$ cat src/rtl/bp_pkg.sv
// Shared helpers for the branch predictor: index-width derivation, counter init values,
// and the BTB entry field layout {valid, tag, counter, target[30:0]}.
package bp_pkg;

    function automatic int idx_w(input int entries);
        return $clog2(entries);
    endfunction

    // Weakly taken: the value a fresh allocation starts at.
    function automatic int ctr_weak_t(input int ctr_w);
        return 1 << (ctr_w - 1);
    endfunction

    // Weakly not taken: the value every counter holds out of reset.
    function automatic int ctr_weak_nt(input int ctr_w);
        return (1 << (ctr_w - 1)) - 1;
    endfunction

    function automatic int entry_w(input int tag_w, input int ctr_w);
        return 1 + tag_w + ctr_w + 31;
    endfunction

endpackage

$ cat src/rtl/sat_counter.sv
// Combinational next value of a CTR_W-bit saturating direction counter.
module sat_counter #(
    parameter int CTR_W = 2
) (
    input  logic [CTR_W-1:0] cur,
    input  logic             taken,
    output logic [CTR_W-1:0] nxt
);

    always_comb begin
        nxt = cur;
        if (taken && cur != '1)
            nxt = cur + CTR_W'(1);
        else if (!taken && cur != '0)
            nxt = cur - CTR_W'(1);
    end

endmodule

$ cat src/rtl/branch_predictor.sv
// Flop-array BTB with saturating counters, same-cycle lookup and EX-stage mispredict redirect.
// Optional resolved/mispredict statistics counters are built when BP_STATS_EN is defined.
module branch_predictor
    import bp_pkg::*;
#(
    parameter int ENTRIES = 16,
    parameter int TAG_W   = 8,
    parameter int CTR_W   = 2
) (
    input  logic        sysclk,
    input  logic        reset,
    input  logic [31:0] if_pc,
    output logic        pred_hit,
    output logic        pred_taken,
    output logic [31:0] pred_target,
    input  logic        bp_clear,
    input  logic        ex_valid,
    input  logic [31:0] ex_pc,
    input  logic        ex_taken,
    input  logic [31:0] ex_target,
    input  logic        ex_pred_taken,
    input  logic [31:0] ex_pred_target,
    output logic        mispredict,
    output logic [31:0] redirect_pc,
    output logic [31:0] stat_branches,
    output logic [31:0] stat_mispred
);

    localparam int IDX_W = idx_w(ENTRIES);
    localparam logic [CTR_W-1:0] CTR_WEAK_T  = CTR_W'(ctr_weak_t(CTR_W));
    localparam logic [CTR_W-1:0] CTR_WEAK_NT = CTR_W'(ctr_weak_nt(CTR_W));

    typedef struct packed {
        logic             valid;
        logic [TAG_W-1:0] tag;
        logic [CTR_W-1:0] ctr;
        logic [30:0]      target;
    } entry_t;

    entry_t           tbl [ENTRIES];
    entry_t           if_ent, ex_ent;
    logic [IDX_W-1:0] if_idx, ex_idx;
    logic [TAG_W-1:0] if_tag, ex_tag;
    logic             ex_hit;
    logic [CTR_W-1:0] ctr_nxt;
    logic             unused_bits;

    assign if_idx = if_pc[IDX_W+1:2];
    assign if_tag = if_pc[IDX_W+TAG_W+1:IDX_W+2];
    assign ex_idx = ex_pc[IDX_W+1:2];
    assign ex_tag = ex_pc[IDX_W+TAG_W+1:IDX_W+2];
    assign if_ent = tbl[if_idx];
    assign ex_ent = tbl[ex_idx];
    assign ex_hit = ex_ent.valid && (ex_ent.tag == ex_tag);

    // Lookup reads registered state only, so a same-cycle update is never visible here.
    assign pred_hit    = if_ent.valid && (if_ent.tag == if_tag);
    assign pred_taken  = pred_hit && if_ent.ctr[CTR_W-1];
    assign pred_target = {if_pc[31], if_ent.target};

    assign mispredict  = ex_valid && ((ex_taken != ex_pred_taken) ||
                         (ex_taken && (ex_target[30:0] != ex_pred_target[30:0])));
    assign redirect_pc = ex_taken ? {ex_pc[31], ex_target[30:0]}
                                  : {ex_pc[31], ex_pc[30:0] + 31'd4};

    assign unused_bits = ^{if_pc, ex_pred_target[31], ex_target[31]};

    sat_counter #(.CTR_W(CTR_W)) u_ctr (
        .cur   (ex_ent.ctr),
        .taken (ex_taken),
        .nxt   (ctr_nxt)
    );

    always_ff @(posedge sysclk or negedge reset) begin
        if (!reset) begin
            for (int i = 0; i < ENTRIES; i++)
                tbl[i] <= '{valid: 1'b0, tag: '0, ctr: CTR_WEAK_NT, target: '0};
        end else if (bp_clear) begin
            for (int i = 0; i < ENTRIES; i++)
                tbl[i].valid <= 1'b0;
        end else if (ex_valid) begin
            if (ex_hit) begin
                tbl[ex_idx].ctr <= ctr_nxt;
                if (ex_taken)
                    tbl[ex_idx].target <= ex_target[30:0];
            end else if (ex_taken) begin
                tbl[ex_idx] <= '{valid: 1'b1, tag: ex_tag, ctr: CTR_WEAK_T, target: ex_target[30:0]};
            end
        end
    end

`ifdef BP_STATS_EN
    // Stats survive bp_clear; only reset zeroes them.
    always_ff @(posedge sysclk or negedge reset) begin
        if (!reset) begin
            stat_branches <= '0;
            stat_mispred  <= '0;
        end else if (ex_valid) begin
            if (stat_branches != '1)
                stat_branches <= stat_branches + 32'd1;
            if (mispredict && stat_mispred != '1)
                stat_mispred <= stat_mispred + 32'd1;
        end
    end
`else
    assign stat_branches = 32'd0;
    assign stat_mispred  = 32'd0;
`endif

endmodule

$ cat config.mk
export PLATFORM = sky130hd
export DESIGN_NAME = branch_predictor
export DESIGN_NICKNAME = d
export VERILOG_FILES = /design/src/rtl/bp_pkg.sv /design/src/rtl/sat_counter.sv /design/src/rtl/branch_predictor.sv
export SDC_FILE = /design/constraint.sdc
export NUM_CORES = 1
export LEC_CHECK = 0
export BUFFER_PORTS_ARGS = -buffer_cell sky130_fd_sc_hd__buf_2
export CORE_MARGIN = 4
export CORE_UTILIZATION = 23
export CTS_CLUSTER_SIZE = 40
export DETAILED_ROUTE_END_ITERATION = 8
export PLACE_DENSITY_LB_ADDON = 0.2
export RECOVER_POWER = 100
export SLEW_MARGIN = 10
export SYNTH_ARGS = -nofsm -noshare
export SYNTH_HDL_FRONTEND = slang
export SYNTH_SLANG_ARGS = --single-unit
$ cat constraint.sdc
create_clock -name sysclk -period 7.2 [get_ports sysclk]
set_input_delay 0.36 -clock sysclk [delete_from_list [all_inputs] [get_ports sysclk]]
set_output_delay 0.36 -clock sysclk [all_outputs]
set_load 0.02 [all_outputs]
Yosys cells after proc, flatten, opt, wreduce, memory -nomap -nowiden
Index checks and enable logic that the tools add are counted.

Mux-type cells: 38. Add/subtract/negate cells: 3. Bitwise gates (word level): 3. Equality and inequality tests: 5. $lt $le $gt $ge: 3. Reductions and logical operators: 16.

Operators with widths (number): 672-bit two-way mux (4); 672-bit bitwise mux (3); 42-bit demux with 4-bit select (3); 42-bit binary-select mux with 4-bit select (2); 42-bit two-way mux (5); 31-bit two-way mux (2); 33-bit two-way mux (1); 31-bit by 3-bit adder with 31-bit output (second input constant) (1); 31-bit inequality test (1); 8-bit equality test (2); 1-bit two-way mux (16); 5-bit greater-or-equal comparator (second input constant) (2); 4-bit inverter with 5-bit output (2); 1-bit logical AND (8); 2-bit nonzero test (3); 5-bit by 1-bit less-than comparator with 1-bit output (second input constant) (1); 2-bit two-way mux (2); 3-bit AND reduction (1); 3-bit nonzero test (1); 2-bit by 1-bit adder with 2-bit output (second input constant) (1); 2-bit inequality test (second input constant) (1); 2-bit AND reduction (1); 2-bit by 1-bit subtractor with 2-bit output (second input constant) (1); 1-bit logical NOT (1); 3 further kinds (3).

Input bits: 134. Output and inout bits: 131. Register bits: 672. Word-level logic and storage cells: 132.

Longest topological paths before layout
Gate-level depths: netlist of run 1.

Depth in word-level cells: 14. Gate-level depth with buffers: 15. Depth with buffers taken out: 11.

Hierarchy
From an unflattened synthesis of run 1, not the netlist that was laid out.

Cell total of the unflattened synthesis: 2913. Area, all modules: 34459.3 um2.

By module, submodules not included: branch_predictor (area an instance 34399.2 um2, times used 1, cells each 2906); sat_counter (area an instance 60.1 um2, times used 1, cells each 7).

Worst setup path after synthesis of run 1
OpenSTA, ideal clock, no wires.

Kind: input to output. Start point: input port if_pc[2]. End point: output port pred_taken. Arrival time: 3463 ps. Slack: 3377 ps. Stages on the path: 8. Cell sequence: buf_2 > buf_1 > mux4_2 > mux4_2 > xnor2_1 > nand4_1 > nor4_1 > and2_1.

Word-level cells in the longest chain between the ends: 7.

RTL lines: start: declaration (RTL line branch_predictor.sv:12) `input logic [31:0] if_pc,`; 4-bit inverter with 5-bit output (not written as such) * (RTL line branch_predictor.sv:52) `assign if_ent = tbl[if_idx];`; 42-bit binary-select mux with 4-bit select * (RTL line branch_predictor.sv:52); 42-bit two-way mux (not written as such) * (2 in a row) (RTL line branch_predictor.sv:52); 8-bit equality test (RTL line branch_predictor.sv:57) `assign pred_hit = if_ent.valid && (if_ent.tag == if_tag);`; 1-bit logical AND * (RTL line branch_predictor.sv:57); via pred_hit (RTL line branch_predictor.sv:13) `output logic pred_hit,`; 1-bit logical AND * (RTL line branch_predictor.sv:58) `assign pred_taken = pred_hit && if_ent.ctr[CTR_W-1];`; end: declaration (RTL line branch_predictor.sv:14) `output logic pred_taken,`.

Mark *: on every way through the listed nets, which the timed path passes. The rest lies on a longest branch. The select of a mux whose other input is x is not followed.

Final worst setup path of run 1
Start point: input port if_pc[3]. End point: output port pred_target[30].

Word-level cells in the longest chain between the ends: 4.

RTL lines: 4-bit inverter with 5-bit output (not written as such) (RTL line branch_predictor.sv:52); 42-bit binary-select mux with 4-bit select (RTL line branch_predictor.sv:52); 42-bit two-way mux (not written as such) (2 in a row) (RTL line branch_predictor.sv:52); end: declaration (RTL line branch_predictor.sv:15) `output logic [31:0] pred_target,`.

Every way passes these cells. The select of a mux whose other input is x is not followed.

==> results of run 1 <==
power breakdown:
part / leakage, uW / total [uW] / internal [uW] / switching [uW]
combinational: 0.00716 / 1510 / 775 / 731
sequential: 0.00882 / 4500 / 4250 / 253
clock: 0.00130 / 4100 / 2400 / 1700
total: 0.0173 / 10100 / 7420 / 2690
through the flow:
| stage | util (%) | area [um^2] | setup slack [ns] | hold WS, ns |
|---|---|---|---|---|
| after floorplan | - | 34300 | 3.38 | 0.0644 |
| after global placement | 25.0 | 36600 | 2.40 | 0.359 |
| after detailed placement | 25.0 | 36600 | 2.34 | 0.372 |
| after CTS | 26.8 | 39300 | 2.34 | 0.138 |
| after global routing | 26.4 | 38700 | 1.31 | 0.194 |
| final | 26.4 | 38700 | 1.49 | 0.195 |
worst max-delay path, delay by kind of cell:
kind     cells  cell delay (ns)
buf+inv      4             3.66
mux          2             1.14
kinds of logic (layout without fill, tap and decap cells):
family,Yosys count,count (layout),share of synthesized area (%)
multiplexers,899,899,38.0
AND/OR/NAND/NOR,181,181,2.83
XOR/XNOR,78,78,2.01
adder cells (fa/ha/maj),6,6,0.220
other,1,66,0.0110
AO/OA/AOI/OAI,135,135,3.11
buffers and inverters,303,391,4.37
flip-flops,672,672,49.4
layout make-up:
class,instances,area [um^2]
clock buffers,121,2330
multi-input cells,1363,15600
repair buffers,217,1140
well taps,1917,2400
inverters,27,101
clock inverters,26,325
fillers,15000,108000
diodes,2,5.00
flip-flops and latches,672,16800
cells in the mapped netlist, drive strengths merged (5+ instances only):
master and instances:
nor2 37, ha 6, o21ai 37, dfstp 16
xnor2 51, mux2 635, nand2 86, mux4 233
nor2b 5, inv 26, o21bai 13, nand4 15
a21o 17, dfrtp 656, and3 5, o2bb2ai 15
clkbuf 135, buf 141, xor2 27, a22oi 13
mux2i 31, nand3 13, a2bb2oi 14, nor4 5
nor3 6
per-layer routing:
| layer | GRT usage [%] | vias up | routed length [um] |
|---|---|---|---|
| met5 | 0 | - | 35 |
| met4 | 4.23 | 6 | 3160 |
| met3 | 2.53 | 155 | 4210 |
| met2 | 24.4 | 438 | 54500 |
| met1 | 19.0 | 11100 | 49600 |
| li1 | - | 8508 | - |
how the worst max path moves through the flow:
| stage | cells after the start | startpoint | slack (ns) | to |
|---|---|---|---|---|
| floorplan | 8 | if_pc[2] | 3.38 | pred_taken |
| global placement | 11 | ex_pc[3] | 2.40 | redirect_pc[30] |
| detailed placement | 11 | ex_pc[3] | 2.34 | redirect_pc[30] |
| CTS | 11 | ex_pc[3] | 2.34 | redirect_pc[30] |
| global route | 11 | ex_pc[3] | 1.31 | redirect_pc[30] |
| finish | 6 | if_pc[3] | 1.49 | pred_target[30] |
==> flow_summary.toml, run 1 <==
[critical_path]
r2r-end = "tbl[495]$_DFFE_PN0P_"
worst_r2r_startpoint = "tbl[205]$_DFFE_PN0P_"
reg2regPathDepth = 9
cp.arrival_ns = 5.35
path_cells = "clkbuf_8 > clkbuf_1 > buf_4 > mux4_2 > mux4_2 > clkbuf_1"
slowest_stage = "clkbuf_1"
end_kind = "output port"
criticalPathCategory = "primary input to output port"
r2r_slack_ns = 3.22
required_ns = 6.84
cp_max_fo = 52
critPathMaxStageDelay_ns = 2.19
startpoint_type = "primary input"

[clocking]
cts_buffers = 82
cts.clk_slew.worst_paths_ns = 0.06
clockBufferDepth = 3
cts_setup_buffers = 0
clk_latency_ns = 0.68
cts.sinks = 672
cts_root_buf = "clkbuf_16"
tritoncts = "yes"
htreeDepth = 3
cts_resized = 0
holdBufCountCts = 2

[route]
drtIter0Drc = 1145
dr.pass1.iters = 5
num_vias = 20200
vias_per_cell = 4.66
final_antenna_net_count = 0
wirelength_um = 111000
drc = 0
routedWlPerCell_um = 25.7

[synth]
yosysSeqAreaShare_pct = 49.4
synth_top_flop_cell = "dfrtp_1"
syn_avg_cell_area_um2 = 15.0
ys_types = 60
yosysWarnings = 0
synth_top_area_cell = "dfrtp_1"
synth-async-reset-ratio_pct = 100
synth-edff-count = 0
yosysTopAreaCellShare_pct = 48.2
synthesis.area_um2 = 34100
synthTopCellsByArea = "dfrtp_1 48%, mux2_2 19%, mux4_2 15%"
yosys_register_bits = 672
synthCells = 2275

[power_and_ir_drop]
ir_drop_mv = 0.149
cellPowerDensity_nw_per_um2 = 261
p_leak_uw = 0.0173
p_total_uw = 10100

[placement]
post-dp-hpwl_um = 70600
gp_congestion = 0.751
dpl.cell_count = 4194
numPortBuffers = 175

[sta]
hold_violations = 0
worst_pin_slew_ns = 4.18
setup_tns_ns = 0
fmax_ghz = 0.175
rsz0062_at_grt = "no"
period_minus_slack_ns = 5.71
finalCritPeriodShare_pct = 79.4
finalMaxSlewViolations = 714
setup_viol = 0
skew_ns = 0.0288
relSlewSlack_pct = -179

[hold_path]
hold_path.class = "primary input to flop"
whs_path_depth = 2
min_from = "ex_target[27]"
min_to = "tbl[27]$_DFFE_PN0P_"

[final_layout]
reg.largest.list = "tbl x672"
largest_reg_flops = 672
top_register = "tbl"
layout_commonest_cell = "dfrtp_1"
layout_common_cells = "656 x dfrtp_1, 598 x mux2_2, 231 x mux4_2"
drive_above_1_share_pct = 46.6
fin_cells = 4345
final_nets = 2503
syn_to_final_growth_pct = 13.6

[global_routing]
grt_usage_pct = 14.5
grt_first_pass_wirelength_um = 163000
grt_pass1_vias = 22500
grt-ovfl-total = 0
grt_max_degree = 167
antenna_found_initial = 13

[die]
core_area_um2 = 146000
io_pins = 265
initial_utilization_pct = 23.3
die_x_um = 393
die_height_um = 393
rows = 140
dieArea_um2 = 154000

[outcome]
outcome = "complete, but fails checks"
failed_checks = "max-capacitance violations, max-slew violations"

[job]
drv_cap = 33
(Power assumes the default switching activity.)
==> inputs of run 2 (changes only) <==
- clock period: 7.2 -> 4.7 ns (I/O delays scaled with it)
==> run 2 against run 1 <==
  * The flow still finishes with violations (max-capacitance violations, max-slew violations)
  * Worst setup slack got worse by 1.2 ns
  * Via count rose by 0.35%
  * Non-clock buffer count rose by 21
  * Highest routed layer unchanged
==> flow_summary.toml, run 2 (synthesized netlist as in run 1, its figures left out) <==
[hold_path]
min_from = "ex_target[21]"
min_to = "tbl[231]$_DFFE_PN0P_"
hold_path.class = "primary input to flop"
whs_path_depth = 2

[final_layout]
nFillCells = 15000
finish.utilization_pct = 26.8
top_register = "tbl"
syn_to_final_growth_pct = 15.2
reg.largest.list = "tbl x672"
fin_area_um2 = 39200
layout_common_cells = "656 x dfrtp_1, 568 x mux2_2, 231 x mux4_2"
drive_above_1_share_pct = 47.1
layout_commonest_cell = "dfrtp_1"
final_nets = 2525
largest_reg_flops = 672

[global_routing]
grt_pass1_vias = 22500
grt_max_degree = 152
grt-ovfl-total = 0
grt_usage_pct = 14.6
grt_first_pass_wirelength_um = 163000
antenna_found_initial = 16

[critical_path]
cp.arrival_ns = 4.94
cp_max_fo = 16
startpoint_type = "primary input"
r2r_slack_ns = 0.53
end_kind = "flop"
required_ns = 5.26
worst_r2r_startpoint = "tbl[376]$_DFFE_PN0P_"
criticalPathCategory = "primary input to flop"
r2r-end = "tbl[417]$_DFFE_PN0P_"
reg2regPathDepth = 10

[sta]
hold_violations = 0
setup_tns_ns = 0
rsz0062_at_grt = "no"
fmax_ghz = 0.229
relSlewSlack_pct = -120
finalMaxSlewViolations = 638
skew_ns = 0.0324
setup_viol = 0
worst_pin_slew_ns = 3.30
finalCritPeriodShare_pct = 93.1
period_minus_slack_ns = 4.37

[clocking]
tritoncts = "yes"
clockBufferDepth = 3
cts_buffers = 83
cts_root_buf = "clkbuf_16"
clk_latency_ns = 0.69
htreeDepth = 3
cts.clk_slew.worst_paths_ns = 0.06
cts.sinks = 672

[power_and_ir_drop]
cellPowerDensity_nw_per_um2 = 406
ir_drop_mv = 0.251
p_leak_uw = 0.0175

[placement]
gp_congestion = 0.754
numPortBuffers = 175
dpl_cell_area_um2 = 36900
post-dp-hpwl_um = 71900

[outcome]
failed_checks = "max-capacitance violations, max-slew violations"
outcome = "complete, but fails checks"

[route]
drc = 0
wirelength_um = 113000
final_antenna_net_count = 0
drtIter0Drc = 1017
dr.pass1.iters = 5
routedWlPerCell_um = 25.7
vias_per_cell = 4.64
num_vias = 20300

[die]
core_area_um2 = 146000
initial_utilization_pct = 23.3
die_x_um = 393
dieArea_um2 = 154000
io_pins = 265
die_height_um = 393
rows = 140

[job]
drv_cap = 24
==> run 2: cell count changes in the layout (fill, tap and decap cells not counted), moves of 4 or more <==
cell	change
nor2_1	-5
clkbuf_8	+7
mux2_4	+18
buf_4	+7
clkbuf_2	+10
nor2_8	+4
mux2_2	-30
diode_2	+4
mux2_1	+12
==> run 2: metrics by stage <==
stage / total power (uW) / worst slack [ns] / hold slack [ns] / instances
finish: 15900 / 0.326 / 0.0621 / 4376
floorplan: 8580 / 1.13 / -0.0606 / 2338
detailed placement: 9430 / 0.300 / 0.372 / 4215
global route: 16600 / 0.130 / 0.0522 / 4373
global placement: 9290 / 0.308 / 0.338 / 4215
CTS: 16200 / 0.289 / 0.000593 / 4370
==> run 2: worst max-delay path, cell delays in order <==
cell and delay, ns:
clkbuf_2 0.54, clkbuf_1 0.48, and2_0 0.53, a221oi_1 0.21
a22oi_2 0.23, xor2_1 0.22, nand3_1 0.13, nor4_1 0.67
buf_12 0.23, clkbuf_1 0.80, nor2_8 0.23, mux2_1 0.39
==> run 2: layer usage <==
layer  global-route usage (%)  share of wire, %  wire [um]  up-vias
met3                     2.45               3.8       4290      179
met4                     4.60               2.9       3310        8
met1                     19.5                45      50600    11100
li1                         -                 -          -     8523
met2                     24.1                48      54300      495
met5                        0             0.040         45        -
==> run 2: final cells by class <==
type,count,area [um^2],area share [%]
repair buffers,238,1290,3.29
well taps,1917,2400,6.11
multi-input cells,1363,15700,40.1
inverters,27,101,0.258
clock inverters,29,449,1.14
flip-flops and latches,672,16800,42.9
diodes,6,15.0,0.0383
clock buffers,124,2430,6.20
==> run 2: repair_timing <==
item,CTS,global route
buffers inserted,0,0
hold buffers,2,0
gates resized for setup,0,0
hold endpoints to repair,88,0
==> run 2: how the worst max path moves through the flow <==
stage | startpoint | to | slack (ns)
after floorplan | if_pc[2] | pred_taken | 1.13
after global placement | ex_pc[5] | redirect_pc[30] | 0.31
after detailed placement | ex_pc[5] | redirect_pc[30] | 0.30
after CTS | ex_pc[5] | redirect_pc[30] | 0.29
after global routing | ex_pc[2] | tbl[375]$_DFFE_PN0P_ | 0.13
final | ex_pc[2] | tbl[417]$_DFFE_PN0P_ | 0.33
==> run 2: where the power goes <==
group | switching [uW] | total [uW] | internal (uW)
Combinational | 1120 | 2330 | 1200
Sequential | 393 | 6900 | 6510
Clock | 2700 | 6700 | 4000
Total | 4210 | 15900 | 11700
